File: config.mk
export PLATFORM = sky130hd
export DESIGN_NAME = pipe_ctrl_n
export DESIGN_NICKNAME = d
export VERILOG_FILES = /design/src/rtl/pipe_ctrl_n_pkg.sv /design/src/rtl/pipe_ctrl_n_stage_reg.sv /design/src/rtl/pipe_ctrl_n.sv
export SDC_FILE = /design/constraint.sdc
export NUM_CORES = 1
export LEC_CHECK = 0
export ABC_AREA = 1
export BUFFER_PORTS_ARGS = -buffer_cell sky130_fd_sc_hd__clkbuf_2
export CAP_MARGIN = 5
export CORE_AREA = 2 2 349 351
export CTS_BUF_LIST = sky130_fd_sc_hd__clkbuf_4 sky130_fd_sc_hd__clkbuf_8
export DETAILED_ROUTE_END_ITERATION = 7
export DIE_AREA = 0 0 351 353
export SLEW_MARGIN = 40
export SYNTH_ARGS = -nofsm -noshare
export SYNTH_HDL_FRONTEND = slang
export SYNTH_SLANG_ARGS = --single-unit
File: constraint.sdc
create_clock -name clk -period 1.7 [get_ports clk]
set_input_delay 0.255 -clock clk [delete_from_list [all_inputs] [get_ports clk]]
set_output_delay 0.255 -clock clk [all_outputs]
set_load 0.01 [all_outputs]
File: src/rtl/pipe_ctrl_n_pkg.sv
// ----------------------------------------------------------------------------
// pipe_ctrl_n_pkg
// Shared constants for the valid/allow_in pipeline skeleton.
//   PIPE_STAGES / PIPE_BUS_WD / PIPE_CNT_WD : default geometry of the CPU pipe
//   stage_idx_e                             : symbolic stage indices IF..WB
// No ports; imported by pipe_ctrl_n and pipe_stage_reg.
// ----------------------------------------------------------------------------
package pipe_ctrl_n_pkg;

    localparam int PIPE_STAGES = 5;
    localparam int PIPE_BUS_WD = 64;
    localparam int PIPE_CNT_WD = 32;

    // Stage positions of the classic five-stage CPU, usable as flush_mask
    // bit indices and st_* slice indices.
    typedef enum logic [2:0] {
        STG_IF  = 3'd0,
        STG_ID  = 3'd1,
        STG_EXE = 3'd2,
        STG_MEM = 3'd3,
        STG_WB  = 3'd4
    } stage_idx_e;

endpackage

File: src/rtl/pipe_ctrl_n_stage_reg.sv
// ----------------------------------------------------------------------------
// pipe_stage_reg
// One pipeline slice: a valid bit plus its payload register.
// Ports:
//   clk, resetn  : clock, synchronous active-low reset
//   allow_in_i   : this slice may take a new entry (empty or draining)
//   kill_i       : flush hit this slice; drop whatever it holds
//   up_fire_i    : upstream hands off a payload this cycle
//   up_bus_i     : payload offered by upstream
//   valid_o      : slice holds a live payload
//   bus_o        : registered payload
// ----------------------------------------------------------------------------
module pipe_stage_reg
    import pipe_ctrl_n_pkg::*;
#(
    parameter int BUS_WD = PIPE_BUS_WD
) (
    input  logic              clk,
    input  logic              resetn,
    input  logic              allow_in_i,
    input  logic              kill_i,
    input  logic              up_fire_i,
    input  logic [BUS_WD-1:0] up_bus_i,
    output logic              valid_o,
    output logic [BUS_WD-1:0] bus_o
);

    logic              valid_q;
    logic              valid_d;
    logic [BUS_WD-1:0] bus_q;
    logic [BUS_WD-1:0] bus_d;

    // Next-state for the slice. Kill wins over everything; otherwise an open
    // slice takes whatever upstream fires (a bubble if upstream does not fire),
    // and a closed slice holds. The payload only moves when a real entry
    // arrives, so bubbles leave the old bits behind harmlessly.
    always_comb begin
        valid_d = valid_q;
        bus_d   = bus_q;
        if (kill_i) begin
            valid_d = 1'b0;
        end else if (allow_in_i) begin
            valid_d = up_fire_i;
            if (up_fire_i) begin
                bus_d = up_bus_i;
            end
        end
    end

    // Slice registers with synchronous reset to an empty, zeroed slot.
    always_ff @(posedge clk) begin
        if (!resetn) begin
            valid_q <= 1'b0;
            bus_q   <= '0;
        end else begin
            valid_q <= valid_d;
            bus_q   <= bus_d;
        end
    end

    assign valid_o = valid_q;
    assign bus_o   = bus_q;

endmodule

File: src/rtl/pipe_ctrl_n.sv
// ----------------------------------------------------------------------------
// pipe_ctrl_n
// Parametrised STAGES-deep valid/allow_in pipeline skeleton with per-stage
// payload registers, a masked flush and retire/stall/flush counters.
// Ports:
//   clk, resetn              : clock, synchronous active-low reset
//   in_valid, in_bus         : producer payload for stage 0
//   in_ready                 : stage 0 consumes in_bus this cycle
//   st_over[i]               : datapath says stage i finished its work
//   st_bus_nxt[slice i]      : payload stage i hands to stage i+1
//   st_valid, st_bus         : per-stage live flag and registered payload
//   st_fire[i]               : stage i hands off this cycle
//   out_valid, out_bus       : last stage retiring, with its outgoing payload
//   out_ready                : sink accepts the retirement
//   flush, flush_mask        : kill request and the stages it clears
//   cnt_clr                  : clear all counters
//   retire_cnt, stall_cnt,
//   flush_cnt                : wrapping performance counters
// ----------------------------------------------------------------------------
module pipe_ctrl_n
    import pipe_ctrl_n_pkg::*;
#(
    parameter int STAGES = PIPE_STAGES,
    parameter int BUS_WD = PIPE_BUS_WD,
    parameter int CNT_WD = PIPE_CNT_WD
) (
    input  logic                     clk,
    input  logic                     resetn,
    input  logic                     in_valid,
    input  logic [BUS_WD-1:0]        in_bus,
    output logic                     in_ready,
    input  logic [STAGES-1:0]        st_over,
    input  logic [STAGES*BUS_WD-1:0] st_bus_nxt,
    output logic [STAGES-1:0]        st_valid,
    output logic [STAGES*BUS_WD-1:0] st_bus,
    output logic [STAGES-1:0]        st_fire,
    output logic                     out_valid,
    output logic [BUS_WD-1:0]        out_bus,
    input  logic                     out_ready,
    input  logic                     flush,
    input  logic [STAGES-1:0]        flush_mask,
    input  logic                     cnt_clr,
    output logic [CNT_WD-1:0]        retire_cnt,
    output logic [CNT_WD-1:0]        stall_cnt,
    output logic [CNT_WD-1:0]        flush_cnt
);

    localparam logic [CNT_WD-1:0] CNT_ONE = {{(CNT_WD-1){1'b0}}, 1'b1};

    logic [STAGES:0]          allowIn;
    logic [STAGES-1:0]        kill;
    logic [STAGES-1:0]        upFire;
    logic [STAGES*BUS_WD-1:0] upBus;

    logic [CNT_WD-1:0] retireCnt_q;
    logic [CNT_WD-1:0] retireCnt_d;
    logic [CNT_WD-1:0] stallCnt_q;
    logic [CNT_WD-1:0] stallCnt_d;
    logic [CNT_WD-1:0] flushCnt_q;
    logic [CNT_WD-1:0] flushCnt_d;

    // Back-pressure ripples from the sink toward stage 0: a stage can accept
    // when it is empty, or when it finishes and its successor can accept.
    // The chain only looks at valid/over/out_ready, never at payload bits,
    // so there is no path from st_bus to in_ready.
    always_comb begin
        allowIn         = '0;
        allowIn[STAGES] = out_ready;
        for (int i = STAGES - 1; i >= 0; i--) begin
            allowIn[i] = ~st_valid[i] | (st_over[i] & allowIn[i + 1]);
        end
    end

    // The mask only matters while flush is high.
    assign kill = flush ? flush_mask : '0;

    // A killed stage never passes its payload on, even if downstream is open.
    assign st_fire   = st_valid & st_over & allowIn[STAGES:1] & ~kill;
    assign out_valid = st_valid[STAGES-1] & st_over[STAGES-1] & ~kill[STAGES-1];
    assign out_bus   = st_bus_nxt[(STAGES-1)*BUS_WD +: BUS_WD];

    // Offering into a stage-0 kill still handshakes: the payload is consumed
    // and dropped rather than stalling the producer.
    assign in_ready = allowIn[0] | kill[0];

    // Stage 0 is fed by the producer, every later stage by its predecessor.
    assign upFire = {st_fire[STAGES-2:0], in_valid};
    assign upBus  = {st_bus_nxt[(STAGES-1)*BUS_WD-1:0], in_bus};

    // One valid+payload slice per stage.
    for (genvar g = 0; g < STAGES; g++) begin : gStage
        pipe_stage_reg #(
            .BUS_WD (BUS_WD)
        ) uStage (
            .clk        (clk),
            .resetn     (resetn),
            .allow_in_i (allowIn[g]),
            .kill_i     (kill[g]),
            .up_fire_i  (upFire[g]),
            .up_bus_i   (upBus[g*BUS_WD +: BUS_WD]),
            .valid_o    (st_valid[g]),
            .bus_o      (st_bus[g*BUS_WD +: BUS_WD])
        );
    end

    // Counter next-state. A clear beats any increment in the same cycle;
    // otherwise each counter bumps on its qualifying event and wraps freely.
    always_comb begin
        retireCnt_d = retireCnt_q;
        stallCnt_d  = stallCnt_q;
        flushCnt_d  = flushCnt_q;
        if (cnt_clr) begin
            retireCnt_d = '0;
            stallCnt_d  = '0;
            flushCnt_d  = '0;
        end else begin
            if (out_valid & out_ready) begin
                retireCnt_d = retireCnt_q + CNT_ONE;
            end
            if (in_valid & ~in_ready) begin
                stallCnt_d = stallCnt_q + CNT_ONE;
            end
            if (flush) begin
                flushCnt_d = flushCnt_q + CNT_ONE;
            end
        end
    end

    // Counter registers, zeroed by reset.
    always_ff @(posedge clk) begin
        if (!resetn) begin
            retireCnt_q <= '0;
            stallCnt_q  <= '0;
            flushCnt_q  <= '0;
        end else begin
            retireCnt_q <= retireCnt_d;
            stallCnt_q  <= stallCnt_d;
            flushCnt_q  <= flushCnt_d;
        end
    end

    assign retire_cnt = retireCnt_q;
    assign stall_cnt  = stallCnt_q;
    assign flush_cnt  = flushCnt_q;

endmodule

==> summary.md <==
| Metric | Value |
|---|---|
| Worst Reg-to-Reg Cells | `18` |
| DRT iter0 DRCs | `1,946` |
| Final hold vios | `1` |
| Post-Syn Nets | `just over 3,000` |
| Sw frac | `roughly 27%` |
| Delay-heaviest family, CP | `buffers and inverters` |
| I/O pin count | `just under 900` |
| Critical Path Fanout Max | `2` |
| Final WS setup | `-643 ps` |
| Area growth syn-to-layout | `81.9%` |
| Total of max-cap violations | `0` |
| Initial antenna violation count | `7` |
| Residual DRC count | `0` |
| Leading cell types in the layout, fill and taps excluded | `clkbuf_2 (713), nand2_1 (619), dfxtp_1 (371), dlygate4sd3_1 (331), nor2_1 (320)` |
| Crit end category | `flop` |
| Total Wirelength | `between 100 and 150 mm` |
| Root Driver | `clkbuf_8` |
| Violated checks | `hold timing, setup timing` |
| Commonest non-fill, non-tap cell in the layout | `clkbuf_2` |
| Initial Utilization | `approximately 15%` |
| Gp weighted congestion | `0.889` |
| First-pass GRT wire length | `approximately 140 mm` |
| Area leader, netlist | `dfxtp_1` |
| Fin nets | `around 4,400` |
| Synth cell types | `36` |
| Net Sw Power | `roughly 6600 µW` |
| Mapped Cells | `roughly 2,700` |
| Global Route Usage Sum | `between 10% and 20%` |
| Setup-failing EPs final | `about 370` |
| Storage cell area | `between 8000 and 9000 µm²` |
| Num rows | `between 100 and 150` |
| Clock sink count | `421` |
| CP Launch Type | `flop` |
| Reg-to-reg startpoint | `gStage[4].uStage.valid_o` |
| Worst path max stage delay | `roughly 340 ps` |
| RSZ-0062 raised after global routing | `true` |
| Routed via count | `between 20,000 and 25,000` |
| Ys async rst share | `0%` |
| Critical Path Most Common Cell | `buf_4` |
| Post-DP HPWL | `roughly 68 mm` |
| Detail Route Antenna Nets | `0` |
| Syn Std Cell Area | `approximately 19,000 µm²` |
| Comb pwr share | `12.5%` |
| Hold depth | `6` |
| Worst Path Buf+Inv | `15` |
| Run status | `finished with violations` |
| Rel. slew slack | `61.8%` |
| Worst slew pin tran | `568 ps` |
| Max Transition Viols Final | `0` |
| Crit path cell chain | `nand2_2, buf_6, buf_4, buf_4, buf_4, buf_4, buf_4, buf_4, buf_4, buf_4, buf_4, buf_4, buf_4, buf_4, buf_6, o21ai_2, nand2_1, inv_1` |
| Top cells by area, synth | `dfxtp_1 (45%), nand2_1 (13%), a21oi_1 (8.3%), nand3_1 (8.2%), nor2_1 (6.9%)` |
| Seq pwr share | `between 40% and 50%` |
| Fillers | `about 13,000` |
| Slowest CP cell | `dfxtp_2` |
| Stages on worst setup path | `18` |
| CORE AREA | `between 100,000 and 150,000 µm²` |
| CTS tree | `yes` |
| Number of synthesis warnings | `0` |
| Vias in the first global route | `between 20,000 and 25,000` |
| Leak Pwr | `between 0.01 and 0.015 µW` |
| Layout Utilization | `28.0%` |
| Min-delay src | `st_over[2]` |
| Layout cells sized above 1 | `~37%` |
| Internal Power | `roughly 18,000 µW` |
| Port-buffer cells | `763` |
| Critical Setup Path Class | `flop to flop` |
| Maximum vdd drop | `approximately 0.00054 V` |
| Routed wire per std cell | `between 15 and 20 µm` |
| Worst skew pair latency | `about 800 ps` |
| Clock power share | `between 40 and 50%` |
| Drt via density | `about 4.1` |
| Drt first pass iters | `6` |
| Hold_buf cts | `331` |
| Most common flop cell mapped by yosys | `dfxtp_1` |
| R2R setup slack | `-640 ps` |
| Overall power | `24,700 µW` |
| Longest Clk Path Bufs | `3` |
| Worst-path clk slew | `about 60 ps` |
| Pin count of the biggest net entering global routing | `70` |
| Post-route minimum period | `about 2300 ps` |
| WHS Endpoint | `gStage[2].uStage.valid_o` |
| Die Wd | `about 350 µm` |
| DIE AREA | `124,000 µm²` |
| EDFF count, synth | `0` |
| Worst EP required | `between 2000 and 2500 ps` |
| RR Endpoint | `gStage[4].uStage.valid_o` |
| H-tree Lvls | `3` |
| Clock skew | `about 53 ps` |
| Inserted Clock Buffers | `81` |
| Seq/Total Area, Yosys | `between 40% and 50%` |
| Max frequency | `427 MHz` |
| Final hold slack | `-47.2 ps` |
| Hold Path Class | `primary input to flop` |
| Total gr overflow | `0` |
| Critical path data arrival time | `a little over 3000 ps` |
| PwrDens | `between 700 and 800 nW/µm²` |
| Area of the multi-input gates | `8800 µm²` |
| Die H | `around 350 µm` |
| Top-area cell type share of the netlist area | `a little under half` |
| Seq cells post-synth | `roughly 420` |
| Final period util | `138%` |
| Avg Inst Size Synth | `around 7.0 µm²` |
-- power groups by stage --
| stage | Sequential [µW] | Combinational [µW] | Clock, µW |
|---|---|---|---|
| floorplan | 10500 | 955 | 0 |
| global placement | 10400 | 1980 | 0 |
| detailed placement | 10400 | 1990 | 0 |
| CTS | 10200 | 2810 | 11800 |
| global route | 10200 | 3330 | 12200 |
| finish | 10200 | 3100 | 11400 |
-- cell type report --
type	instances	area share, %
timing repair buffer	1441	34.9
multi-input combinational	1790	26.0
sequential	421	25.4
tap	1625	6.01
clock buffer	125	4.59
inverter	217	2.42
clock inverter	16	0.711
antenna	4	0.0296
-- state kept, by name, summed over array words and instances, names as in the netlist --
signal and cells:
flush_cnt 32, gStage.uStage.valid_o 5, stall_cnt 32, retire_cnt 32, gStage.uStage.bus_o 320
-- cells in the mapped netlist (2+ instances only) --
| cell | instances |
|---|---|
| nor3_1 | 30 |
| nor3b_1 | 4 |
| nor2_2 | 2 |
| buf_4 | 81 |
| and3_1 | 3 |
| a21oi_1 | 309 |
| clkbuf_1 | 87 |
| nand2_2 | 3 |
| xor2_1 | 19 |
| nand3b_1 | 13 |
| inv_1 | 216 |
| dfxtp_1 | 421 |
| nand3_1 | 305 |
| xnor2_1 | 7 |
| nand4_1 | 42 |
| buf_2 | 42 |
| a21oi_2 | 10 |
| o21ai_0 | 26 |
| nor4_1 | 3 |
| o21a_1 | 2 |
| nor2_1 | 344 |
| ha_1 | 3 |
| nand2_1 | 655 |
| buf_6 | 11 |
| buf_1 | 17 |
-- worst max path at each step --
stage | startpoint | endpoint | slack, ps
floorplan | stall_cnt[0] | stall_cnt[14] | 7
global placement | out_ready | gStage[0].uStage.bus_o[17] | -520
detailed placement | out_ready | gStage[0].uStage.bus_o[23] | -490
CTS | gStage[4].uStage.valid_o | st_fire[0] | -680
global route | gStage[4].uStage.valid_o | st_fire[0] | -740
finish | gStage[4].uStage.valid_o | gStage[4].uStage.valid_o | -640
-- metrics by stage --
stage / TNS, ps / cells / instance area [µm²] / hold WS (ps) / setup slack (ps)
after floorplan: 0 / 2666 / 18600 / 390 / 6.73
after global placement: -126790 / 5054 / 25400 / 447 / -522
after detailed placement: -116260 / 5054 / 25400 / 451 / -485
after CTS: -41680 / 5591 / 32300 / -205 / -683
after global routing: -124920 / 5637 / 33800 / -92.4 / -742
final: -84300 / 5639 / 33800 / -47.2 / -643
-- timing repair --
item                                    in CTS  in global routing
gates resized for setup                    248                212
pin swaps                                   12                 31
cloned                                      15                 20
endpoints found under the setup margin     340                472
endpoints found under the hold margin      400                  1
setup buffers                               71                 26
-- worst register-to-register path: stages (launching register included) --
cell	delay (ps)
dfxtp_2	340
nand2_2	70
buf_6	120
buf_4	120
buf_4	120
buf_4	120
buf_4	120
buf_4	120
buf_4	120
buf_4	120
buf_4	120
buf_4	120
buf_4	120
buf_4	120
buf_4	130
buf_6	100
o21ai_2	130
nand2_1	60
inv_1	40
-- metal layers --
| metal | part of all wire, % | up-vias | global-route usage, % |
|---|---|---|---|
| li1 | - | 11092 | - |
| met1 | 40 | 10883 | 17.3 |
| met2 | 44 | 1086 | 22.7 |
| met3 | 11 | 312 | 5.84 |
| met4 | 5.3 | 8 | 8.07 |
| met5 | 0.056 | - | 0 |
-- cell families after synthesis --
| family | count (synthesis) | share of synthesized area, % |
|---|---|---|
| and+or+nand+nor | 1410 | 32.0 |
| xor gates and xnor gates | 26 | 1.23 |
| adders and majority gates | 3 | 0.202 |
| buffers and inverters | 455 | 11.6 |
| DFF | 421 | 45.3 |
| AOI/OAI and AO/OA | 351 | 9.71 |
Note: power is estimated with default switching activity, not from simulation.
